--- config.mk ---
export PLATFORM = sky130hd
export DESIGN_NAME = truth_table_scanner
export DESIGN_NICKNAME = d
export VERILOG_FILES = /design/src/rtl/truth_table_scanner_pkg.sv /design/src/rtl/truth_table_scanner_settle_timer.sv /design/src/rtl/truth_table_scanner.sv
export SDC_FILE = /design/constraint.sdc
export NUM_CORES = 1
export LEC_CHECK = 0
export ABC_AREA = 1
export CAP_MARGIN = 20
export CELL_PAD_IN_SITES_DETAIL_PLACEMENT = 1
export CELL_PAD_IN_SITES_GLOBAL_PLACEMENT = 2
export CORE_AREA = 2 2 85 87
export CTS_CLUSTER_SIZE = 24
export DETAILED_ROUTE_END_ITERATION = 10
export DIE_AREA = 0 0 87 89
export HOLD_SLACK_MARGIN = 0.12
export PLACE_DENSITY = 0.86
export SYNTH_ARGS = -nofsm -noshare
export SYNTH_HDL_FRONTEND = slang
export SYNTH_HIERARCHICAL = 1
export SYNTH_SLANG_ARGS = --single-unit
--- constraint.sdc ---
create_clock -name clk -period 5.9 [get_ports clk]
set_input_delay 0.885 -clock clk [delete_from_list [all_inputs] [get_ports clk]]
set_output_delay 0.885 -clock clk [all_outputs]
set_load 0.02 [all_outputs]
--- src/rtl/truth_table_scanner_pkg.sv ---
// Shared types and sizes for the truth table scanner.
// Holds the FSM state enum and vector/index/error-count widths.
package truth_table_scanner_pkg;

  localparam int NUM_VECTORS = 16;
  localparam int IDX_W       = 4;
  localparam int ERR_W       = 5;

  typedef enum logic [1:0] {
    IDLE,
    APPLY,
    CAPTURE,
    DONE
  } state_e;

endpackage

--- src/rtl/truth_table_scanner_settle_timer.sv ---
// Settle timer: counts enabled cycles while a vector is held.
// Ports: clk, reset (sync, high), clear, enable in; expired out.
module settle_timer #(
  parameter int unsigned SETTLE = 2
) (
  input  logic clk,
  input  logic reset,
  input  logic clear,
  input  logic enable,
  output logic expired
);

  localparam logic [3:0] LAST = 4'(SETTLE - 1);

  logic [3:0] cnt_q;
  logic [3:0] cnt_d;

  // expired is high during the SETTLE-th enabled cycle, so the
  // owner can leave the hold state on that same edge.
  assign expired = enable && (cnt_q == LAST);

  always_comb begin
    cnt_d = cnt_q;
    if (clear) begin
      cnt_d = '0;
    end else if (enable) begin
      cnt_d = cnt_q + 4'd1;
    end
  end

  always_ff @(posedge clk) begin
    if (reset) begin
      cnt_q <= '0;
    end else begin
      cnt_q <= cnt_d;
    end
  end

endmodule

--- src/rtl/truth_table_scanner.sv ---
// Walks a 4-input function through all 16 vectors and grades it.
// In: clk, reset, start, abort, F. Out: A..D, busy, done, table_o, err_count, pass.
module truth_table_scanner
  import truth_table_scanner_pkg::*;
#(
  parameter int unsigned SETTLE   = 2,
  parameter logic [15:0] EXPECTED = 16'h0DD0
) (
  input  logic             clk,
  input  logic             reset,
  input  logic             start,
  input  logic             abort,
  input  logic             F,
  output logic             A,
  output logic             B,
  output logic             C,
  output logic             D,
  output logic             busy,
  output logic             done,
  output logic [15:0]      table_o,
  output logic [ERR_W-1:0] err_count,
  output logic             pass
);

  localparam logic [IDX_W-1:0] LAST_IDX = IDX_W'(NUM_VECTORS - 1);
  localparam logic [ERR_W-1:0] ERR_MAX  = ERR_W'(NUM_VECTORS);

  state_e                 state_q, state_d;
  logic [IDX_W-1:0]       idx_q, idx_d;
  logic [IDX_W-1:0]       vec_q, vec_d;
  logic [NUM_VECTORS-1:0] table_q, table_d;
  logic [ERR_W-1:0]       err_q, err_d;
  logic                   pass_q, pass_d;
  logic                   tmr_clear;
  logic                   tmr_en;
  logic                   tmr_exp;

  settle_timer #(
    .SETTLE (SETTLE)
  ) u_settle (
    .clk     (clk),
    .reset   (reset),
    .clear   (tmr_clear),
    .enable  (tmr_en),
    .expired (tmr_exp)
  );

  always_comb begin
    state_d   = state_q;
    idx_d     = idx_q;
    table_d   = table_q;
    err_d     = err_q;
    pass_d    = pass_q;
    tmr_clear = 1'b0;
    tmr_en    = 1'b0;
    unique case (state_q)
      IDLE: begin
        if (start && !abort) begin
          state_d   = APPLY;
          idx_d     = '0;
          table_d   = '0;
          err_d     = '0;
          pass_d    = 1'b0;
          tmr_clear = 1'b1;
        end
      end
      APPLY: begin
        if (abort) begin
          state_d   = IDLE;
          pass_d    = 1'b0;
          tmr_clear = 1'b1;
        end else begin
          tmr_en = 1'b1;
          if (tmr_exp) begin
            state_d = CAPTURE;
          end
        end
      end
      CAPTURE: begin
        tmr_clear = 1'b1;
        if (abort) begin
          state_d = IDLE;
          pass_d  = 1'b0;
        end else begin
          table_d[idx_q] = F;
          if ((F != EXPECTED[idx_q]) && (err_q != ERR_MAX)) begin
            err_d = err_q + 1'b1;
          end
          if (idx_q == LAST_IDX) begin
            state_d = DONE;
            // Graded here so pass is valid alongside done.
            pass_d  = (err_d == '0);
          end else begin
            idx_d   = idx_q + 1'b1;
            state_d = APPLY;
          end
        end
      end
      DONE: begin
        state_d = IDLE;
      end
      default: begin
        state_d = IDLE;
      end
    endcase
    // Stimulus follows the next state so A..D change on the same
    // edge that enters APPLY and drop to zero outside the scan.
    if ((state_d == APPLY) || (state_d == CAPTURE)) begin
      vec_d = idx_d;
    end else begin
      vec_d = '0;
    end
  end

  always_ff @(posedge clk) begin
    if (reset) begin
      state_q <= IDLE;
      idx_q   <= '0;
      vec_q   <= '0;
      table_q <= '0;
      err_q   <= '0;
      pass_q  <= 1'b0;
    end else begin
      state_q <= state_d;
      idx_q   <= idx_d;
      vec_q   <= vec_d;
      table_q <= table_d;
      err_q   <= err_d;
      pass_q  <= pass_d;
    end
  end

  assign {A, B, C, D} = vec_q;
  assign busy      = (state_q == APPLY) || (state_q == CAPTURE);
  assign done      = (state_q == DONE);
  assign table_o   = table_q;
  assign err_count = err_q;
  assign pass      = pass_q;

endmodule

==> results of run 1 <==
per-layer routing:
metal | GRT usage, % | vias to the layer above | routed length [um]
li1 | - | 1046 | -
met1 | 19.90 | 903 | 2696
met2 | 24.84 | 24 | 2476
met3 | 3.047 | 2 | 111
met4 | 3.835 | 0 | 38
met5 | 0 | - | 0
report_power, final:
part           internal, mW  switching, mW
combinational        0.0154         0.0357
clock                0.0928         0.0868
sequential            0.251        0.00228
final timing paths:
path,startpoint,endpoint,cells past startpoint
worst min register to register,table_o[8],table_o[8],2
worst max register to register,state_q[0],register,10
worst min-delay path,table_o[8],table_o[8],2
worst max-delay path,abort,vec_q[0],11
stage by stage:
step,std cells,setup slack [ns]
2_1_floorplan,313,3.684
3_3_place_gp,418,2.809
6_report,425,3.003
3_5_place_dp,418,2.673
5_1_grt,425,2.666
4_1_cts,425,2.978
logic make-up after synthesis:
family	count (synthesis)	synth area share, %
and+or+nand+nor	159	31.52
AOI/OAI and AO/OA	56	15.19
buffers and inverters	47	9.343
DFF	37	35.68
adders and majority gates	13	7.836
xor gates and xnor gates	1	0.4220
critical path, delay by kind of cell:
| kind | cells | cell delay [ns] |
|---|---|---|
| simple gates | 8 | 1.27 |
| buf+inv | 1 | 0.57 |
| compound gates | 2 | 0.33 |
final cells by class:
class	instances	share of cell area (%)
clock buffer	7	3.396
timing repair buffer	33	12.89
tap	80	3.937
multi-input combinational	229	44.88
sequential	37	29.13
inverter	39	5.758
registers in the layout, indices dropped and copies added, names as in the netlist, named ones only:
name            count
state_q             2
idx_q               4
err_count           5
table_o            16
u_settle/cnt_q      4
pass                1
vec_q               4
cell usage after synthesis:
cell and number:
a21o_1 1, a21oi_1 21, a21oi_2 7, buf_2 2
buf_6 2, clkbuf_1 4, dfxtp_1 37, ha_1 13
inv_1 35, inv_2 4, nand2_1 93, nand2_2 4
nand3_1 13, nand4_1 3, nor2_1 42, nor2_2 1
nor2_4 1, nor3_1 1, nor3_4 1, o211ai_1 1
o21ai_0 23, o21ai_1 2, o21ai_2 1, xnor2_1 1
==> reports/metrics.csv, run 1 <==
metric,value,unit
layout cells sized above 1,7.536,%
FMAX,0.3452,GHz
Yosys cell types,24,
Die Wd,87,um
synthesized flop and latch total,37,
post-route ant nets,0,
Syn Nets,331,
IO Count,33,
CTS tree,yes,
Die ar.,7743,um^2
Worst VDD drop,0.08764,mV
Yosys top cell area share,35.68,%
clk_skew,0.006915,ns
final count of hold timing violations,0,
remaining routing DRC violations,0,
final setup fails,0,
RSZ-0062 raised after global routing,no,
drt total wl,5.322,mm
I/O Buffers,32,
CP most frequent cell,nor2_1,
FF+latch area,740.7,um^2
area delta synth->final,22.48,%
clock sinks,37,
Netlist Area Pre-Place,2076,um^2
most frequent cells in the layout,"nand2_1, nor2_1, dfxtp_1",
area of the multi-input gates,1141,um^2
placed cell areas,2456,um^2
Worst Path Max Fanout,11,
"Setup Fix Bufs, Post-CTS",0,
Finished Cell Area,2542,um^2
"most common cell after layout, fill and taps aside",nand2_1,
htree depth,2,
yosys warns,6,
largest cells by area after synthesis,"dfxtp_1, nand2_1, ha_1",
crit path DAT,3.06,ns
global-route wire length before repair,9.177,mm
total of max-cap violations,0,
worst slew pin tran,0.6558,ns
First-pass DRT Iterations,4,
Avg WL per Cell,12.52,um
setup TNS,0,ns
largest area contributor in the netlist,dfxtp_1,
slack of the worst reg-to-reg path,3.52,ns
CP Capture Type,register,
core region area,6719,um^2
fin util,37.84,%
CP Class,in -> reg,
post-route minimum period,2.897,ns
Detail Placement HPWL,4.135,mm
Critical Path Source Type,input pin,
initial DRC count,33,
Nets,363,
cts hold-fix bufs,0,
Avg Inst Size Synth,6.632,um^2
worst-path cell chain,clkdlybuf4s50_1 > nor2_1 > nand2_1 > nor3_1 > nor2_1 > nand2_1 > nand3_1 > o21ai_1 > nor2_1 > o21ai_2 > nor2_1,
routed via count,1975,
CTS Buf Count,5,
max incr delay on CP,0.59,ns
number of global-route vias before repair,1972,
fillers,856,
Tightest Hold Check Type,reg -> reg,
status,completed,
CP max-delay cell,nor2_1,
Design Power,0.4843,mW
Leak Pwr,1.008,nW
fin crit share,49.10,%
Clock transition at path regs,0.07,ns
Placer Congestion,0.8419,
Rel. slew slack,56.12,%
initial antenna violation count,0,
GRT Total Usage,14.97,%
worst hold slack,0.4632,ns
clock latency at the later pin of the worst-skew pair,0.28,ns
cells after synthesis,313,
clk buf depth,2,
sequential fraction of the synthesis area,35.68,%
Pins Over Slew Limit,0,
# rows,30,
clk root buf,clkbuf_8,
PD cells,190.5,nW/um^2
grt total ovfl,0,
post-cts sizing count,0,
Initial Utilization,30.89,%
die height,89,um
largest net degree at the start of global routing,27,
Inserted Diodes,0,
DR vias/cell,4.647,
WP data required,6.07,ns
Note: power is estimated with default switching activity, not from simulation.
==> run 2: changes to the inputs <==
CORE_AREA = 2 2 93 95   (was 2 2 85 87)
DIE_AREA = 0 0 95 97   (was 0 0 87 89)
PLACE_DENSITY = 0.76   (was 0.86)
clock period = 2.4 ns   (was 5.9 ns; I/O delays follow)
==> run 2 against run 1 <==
  * Global-route usage fell by 1.5 points
  * Clock power rose to 2.7 times the previous value
  * Register-to-register slack worse by 3.0 ns
  * Wire length rose by 6.9%
  * Combinational power rose to 2.6 times the previous value
==> reports/metrics.csv, run 2 (synthesized netlist as in run 1, its figures left out) <==
metric,value,unit,change
status,completed,,
die height,97,um,+9.0%
First-pass DRT Iterations,4,,unchanged
fillers,1045,,+22%
DR vias/cell,4.461,,-4.0%
I/O Buffers,32,,unchanged
global-route wire length before repair,9.784,mm,+6.6%
CTS tree,yes,,
layout cells sized above 1,9.402,%,+1.9 points
initial DRC count,33,,unchanged
CP Capture Type,output pin,,
Comb power frac,10.8,%,+0.2 points
Inserted Diodes,0,,unchanged
area of the multi-input gates,1141,um^2,unchanged
FF+latch area,740.7,um^2,unchanged
FMAX,0.4820,GHz,
Hold Path Stages,2,,unchanged
routed via count,2034,,+3.0%
WP data required,2.04,ns,-4.03 ns
core region area,8134,um^2,+21%
largest net degree at the start of global routing,22,,-19%
Leak Pwr,1.042,nW,+3.4%
post-cts sizing count,0,,unchanged
most frequent cells in the layout,"nand2_1, nor2_1, dfxtp_1",,
total of max-cap violations,0,,unchanged
Pins Over Slew Limit,0,,unchanged
htree depth,2,,unchanged
R2R depth,12,,+2
# rows,33,,+10%
crit path DAT,1.71,ns,-1.35 ns
PD cells,475.3,nW/um^2,+150%
final std cells w/o fill,456,,+7.3%
Clock power frac,39.3,%,+2.2 points
clk_skew,0.004102,ns,-0.002813 ns
drt total wl,5.691,mm,+6.9%
Die Wd,95,um,+9.2%
cts hold-fix bufs,0,,unchanged
Worst Path Max Fanout,5,,-6
remaining routing DRC violations,0,,unchanged
Switch Pwr,0.3267,mW,+160%
Avg WL per Cell,12.48,um,-0.34%
Nets,368,,+1.4%
# placed instances,448,,+7.2%
slack of the worst reg-to-reg path,0.50,ns,-3.02 ns
Tightest Hold Check Type,reg -> reg,,
clk root buf,clkbuf_8,,
register share of total power,50.0,%,-2.4 points
Die ar.,9215,um^2,+19%
Rel. slew slack,76.98,%,+21 points
CP Class,reg -> out,,
CTS Buf Count,5,,unchanged
clock sinks,37,,unchanged
initial antenna violation count,0,,unchanged
clock latency at the later pin of the worst-skew pair,0.29,ns,about the same
final setup fails,0,,unchanged
number of global-route vias before repair,2035,,+3.2%
Initial Utilization,25.52,%,-5.4 points
worst slew pin tran,0.3440,ns,-0.3118 ns
Detail Placement HPWL,4.321,mm,+4.5%
"Setup Fix Bufs, Post-CTS",0,,unchanged
post-route minimum period,2.075,ns,
Worst VDD drop,0.2305,mV,+160%
Placer Congestion,0.8154,,-3.1%
Clock transition at path regs,0.08,ns,about the same
Sw Share,26.18,%,+0.40 points
Critical Path Source Type,register,,
post-route ant nets,0,,unchanged
setup TNS,0,ns,unchanged
IO Count,33,,unchanged
grt total ovfl,0,,unchanged
fin crit share,86.45,%,
max FFs per register,16,,unchanged
Pint,0.9214,mW,+160%
final count of hold timing violations,0,,unchanged
clk buf depth,2,,unchanged
RSZ-0062 raised after global routing,no,,
GRT Total Usage,13.48,%,-1.5 points
area delta synth->final,26.52,%,
"most common cell after layout, fill and taps aside",nand2_1,,
-- run 2: stage by stage --
step / utilization, % / area, um^2 / power [mW] / setup WS (ns) / hold slack, ns
global route: 32.29 / 2626 / 1.321 / 0.2151 / 0.4913
global placement: 31.04 / 2525 / 0.7737 / 0.2674 / 0.4484
floorplan: - / 2076 / 0.7321 / 0.4901 / 0.4784
finish: 32.29 / 2626 / 1.248 / 0.3252 / 0.4614
CTS: 32.29 / 2626 / 1.280 / 0.3003 / 0.4680
detailed placement: 31.04 / 2525 / 0.7736 / 0.2630 / 0.4552
-- run 2: layer usage --
metal / global-route usage, % / vias to the layer above / share of wire [%]
li1: - / 1054 / -
met1: 18.51 / 947 / 51
met2: 20.51 / 25 / 45
met3: 2.492 / 8 / 2.5
met4: 5.686 / 0 / 1.9
met5: 0 / - / 0
-- run 2: final cells by class --
cell class,count,area share (%)
well taps,105,5.002
flip-flops and latches,37,28.20
repair buffers,38,13.91
clock inverters,1,0.1906
clock buffers,7,3.668
inverters,39,5.574
multi-input cells,229,43.45
-- run 2: power groups by stage --
stage               clock [mW]  sequential [mW]  combinational, mW
global route             0.543            0.625              0.154
global placement             0            0.638              0.135
CTS                      0.520            0.624              0.136
finish                   0.490            0.624              0.134
detailed placement           0            0.638              0.135
floorplan                    0            0.636             0.0956
-- run 2: path summary, 6_finish.rpt --
check / to / from
worst min-delay path: table_o[7] / table_o[7]
worst min register to register: table_o[7] / table_o[7]
worst max register to register: vec_q[0] / state_q[0]
worst max-delay path: busy / state_q[0]
-- run 2: critical path: stages (launching register included) --
cell	delay (ns)
dfxtp_1	0.43
inv_1	0.11
ha_1	0.29
clkdlybuf4s50_1	0.59
==> run 3: changes to the inputs <==
GPL_ROUTABILITY_DRIVEN = 0   (was unset)
==> results of run 3 <==
No change in the layout: final DEF, timing and power equal those of run 2.
==> RTL edit (settings of run 2) <==
Add an input register stage for `start`, `abort` and `F`, with the module's reset; this delays them by one clock.
--- a/src/rtl/truth_table_scanner.sv
+++ b/src/rtl/truth_table_scanner.sv
@@ -26,2 +26,18 @@
   localparam logic [ERR_W-1:0] ERR_MAX  = ERR_W'(NUM_VECTORS);
+
+  logic start_q;
+  logic abort_q;
+  logic F_q;
+
+  always_ff @(posedge clk) begin
+    if (reset) begin
+      start_q <= '0;
+      abort_q <= '0;
+      F_q     <= '0;
+    end else begin
+      start_q <= start;
+      abort_q <= abort;
+      F_q     <= F;
+    end
+  end
 
@@ -57,3 +73,3 @@
       IDLE: begin
-        if (start && !abort) begin
+        if (start_q && !abort_q) begin
           state_d   = APPLY;
@@ -67,3 +83,3 @@
       APPLY: begin
-        if (abort) begin
+        if (abort_q) begin
           state_d   = IDLE;
@@ -80,3 +96,3 @@
         tmr_clear = 1'b1;
-        if (abort) begin
+        if (abort_q) begin
           state_d = IDLE;
@@ -84,4 +100,4 @@
         end else begin
-          table_d[idx_q] = F;
-          if ((F != EXPECTED[idx_q]) && (err_q != ERR_MAX)) begin
+          table_d[idx_q] = F_q;
+          if ((F_q != EXPECTED[idx_q]) && (err_q != ERR_MAX)) begin
             err_d = err_q + 1'b1;
Check against the original RTL: not equivalent (Yosys sat finds a counterexample within 4 cycles, from zero or initial values and one cycle with reset high).
==> RTL edit against run 2 <==
  * Wire length fell by 0.88%
  * Critical path depth rose by 7
  * Utilization rose by 0.98 points
  * Worst hold slack improved by 0.0067 ns
  * Synthesized cell count rose by 2.9%
  * Setup slack got worse by 0.021 ns
  * Non-clock buffer count fell by 2
  * Final area rose by 3.0%
  * Final cell count rose by 1.5%
  * Synthesized area rose by 4.6%
  * Sequential cell count rose by 3
  * Total power rose by 3.5%
  * Clock skew rose by 0.0026 ns
  * Global-route usage fell by 0.12 points
  * Largest cell class unchanged
==> RTL edit: results <==
export IMPL_clock_power_share_pct=35.3
export IMPL_timing_clock_skew_ns=0.00671
export IMPL_dr_pass1_iters=4
export IMPL_post_route_cells_drive_above_1_share_pct=8.94
export IMPL_max_slew_margin_rel_pct=70.0
export IMPL_ys_flop_type="sky130_fd_sc_hd__dfxtp_1"
export IMPL_met1_grt_util_pct=18.7
export IMPL_gp_congestion=0.848
export IMPL_postCtsSetupBuffers=0
export IMPL_route_vias_total=2044
export IMPL_peakVddDrop_v=0.000167
export IMPL_grt_pass1_wl_microns=9940
export IMPL_post_dp_hpwl_microns=4370
export IMPL_design_final_nets=375
export IMPL_grt_pass1_vias=2082
export IMPL_met2_wirelength_microns=2500
export IMPL_switchingPower_mw=0.337
export IMPL_path_delay_family="simple AND/OR/NAND/NOR gates"
export IMPL_port_buffers=32
export IMPL_power_leakage_nw=1.08
export IMPL_yosys_warnings=6
export IMPL_powerClk_mw=0.456
export IMPL_antenna_found_initial=0
export IMPL_synth_commonest_cells="sky130_fd_sc_hd__nand2_1, sky130_fd_sc_hd__nor2_1, sky130_fd_sc_hd__dfxtp_1"
export IMPL_fillerInstances=1037
export IMPL_yosysUniqueCellTypes=27
export IMPL_synth_yosys_seq_area_share_pct=36.9
export IMPL_post_synth_main_area_contributors="sky130_fd_sc_hd__dfxtp_1, sky130_fd_sc_hd__nand2_1, sky130_fd_sc_hd__nor2_1"
export IMPL_clock_latency_ns=0.29
export IMPL_clock_tree_buffer_depth=2
export IMPL_critical_path_max_stage_delay_ns=0.40
export IMPL_wl_microns=5640
export IMPL_numCtsBuffers=5
export IMPL_critPathArrivalTime_ns=2.28
export IMPL_detail_route_iter0_violations=48
export IMPL_worst_setup_hold_path_clk_slew_ns=0.08
export IMPL_cts_resized_gates=0
export IMPL_combPwrFrac_pct=11.8
export IMPL_timing_critical_path_slowest_stage_cell="sky130_fd_sc_hd__dfxtp_1"
export IMPL_grt_met2_usage_pct=20.7
export IMPL_highest_layer="met4"
export IMPL_antenna_cells=0
export IMPL_ctsHtreeMaxLevel=2
export IMPL_holdCritPathClass="flop to flop"
export IMPL_syn_num_nets=340
export IMPL_met3_length_microns=168
export IMPL_largest_reg_flops=16
export IMPL_outcome="complete, no violations"
export IMPL_route_layer_met1_wl_microns=2890
export IMPL_gr_usage_met3_pct=2.41
export IMPL_critical_path_max_fanout=14
export IMPL_async_flop_share_pct=0
export IMPL_grt_util_all_layers_pct=13.4
==> RTL edit: cell count changes in the layout (fill, tap and decap cells not counted), moves of 2 or more <==
cell and change:
sky130_fd_sc_hd__buf_4 -2, sky130_fd_sc_hd__clkbuf_1 +2, sky130_fd_sc_hd__dfxtp_1 +3, sky130_fd_sc_hd__inv_1 +3, sky130_fd_sc_hd__nand2_1 -2, sky130_fd_sc_hd__nand2_4 +2, sky130_fd_sc_hd__nor2_1 +3
==> RTL edit: final cells by class <==
cell class,count,area [sq um],area share (%)
multi-input combinational,232,1170,43.3
sequential,40,801,29.6
timing repair buffer,36,350,12.9
inverter,42,161,5.96
tap,105,131,4.85
clock buffer,8,90.1,3.33
==> RTL edit: per-stage QoR <==
step | hold slack, ns | instance area (sq um) | instances | util, % | setup WS [ns]
global route | 0.491 | 2710 | 463 | 33.3 | 0.00412
global placement | 0.450 | 2610 | 455 | 32.1 | 0.370
floorplan | 0.467 | 2170 | 322 | - | 0.483
CTS | 0.476 | 2700 | 463 | 33.2 | 0.250
detailed placement | 0.462 | 2610 | 455 | 32.1 | 0.264
finish | 0.468 | 2710 | 463 | 33.3 | 0.304
==> RTL edit: worst paths after layout <==
path / slack [ns] / start / end / cells past startpoint
max reg2reg: 0.30 / state_q[0]$_SDFF_PP0_ / flop / 10
max: 0.30 / state_q[0]$_SDFF_PP0_ / flop / 10
min reg2reg: 0.47 / table_o[7]$_SDFFE_PP0P_ / table_o[7]$_SDFFE_PP0P_ / 2
min: 0.47 / table_o[7]$_SDFFE_PP0P_ / table_o[7]$_SDFFE_PP0P_ / 2
==> RTL edit: cell families after synthesis <==
kind of cell	after synthesis	share of synthesized area [%]
compound gates	56	14.5
xor+xnor	1	0.403
fa+ha+maj	13	7.49
buf+inv	50	9.16
flops	40	36.9
simple gates	162	31.6
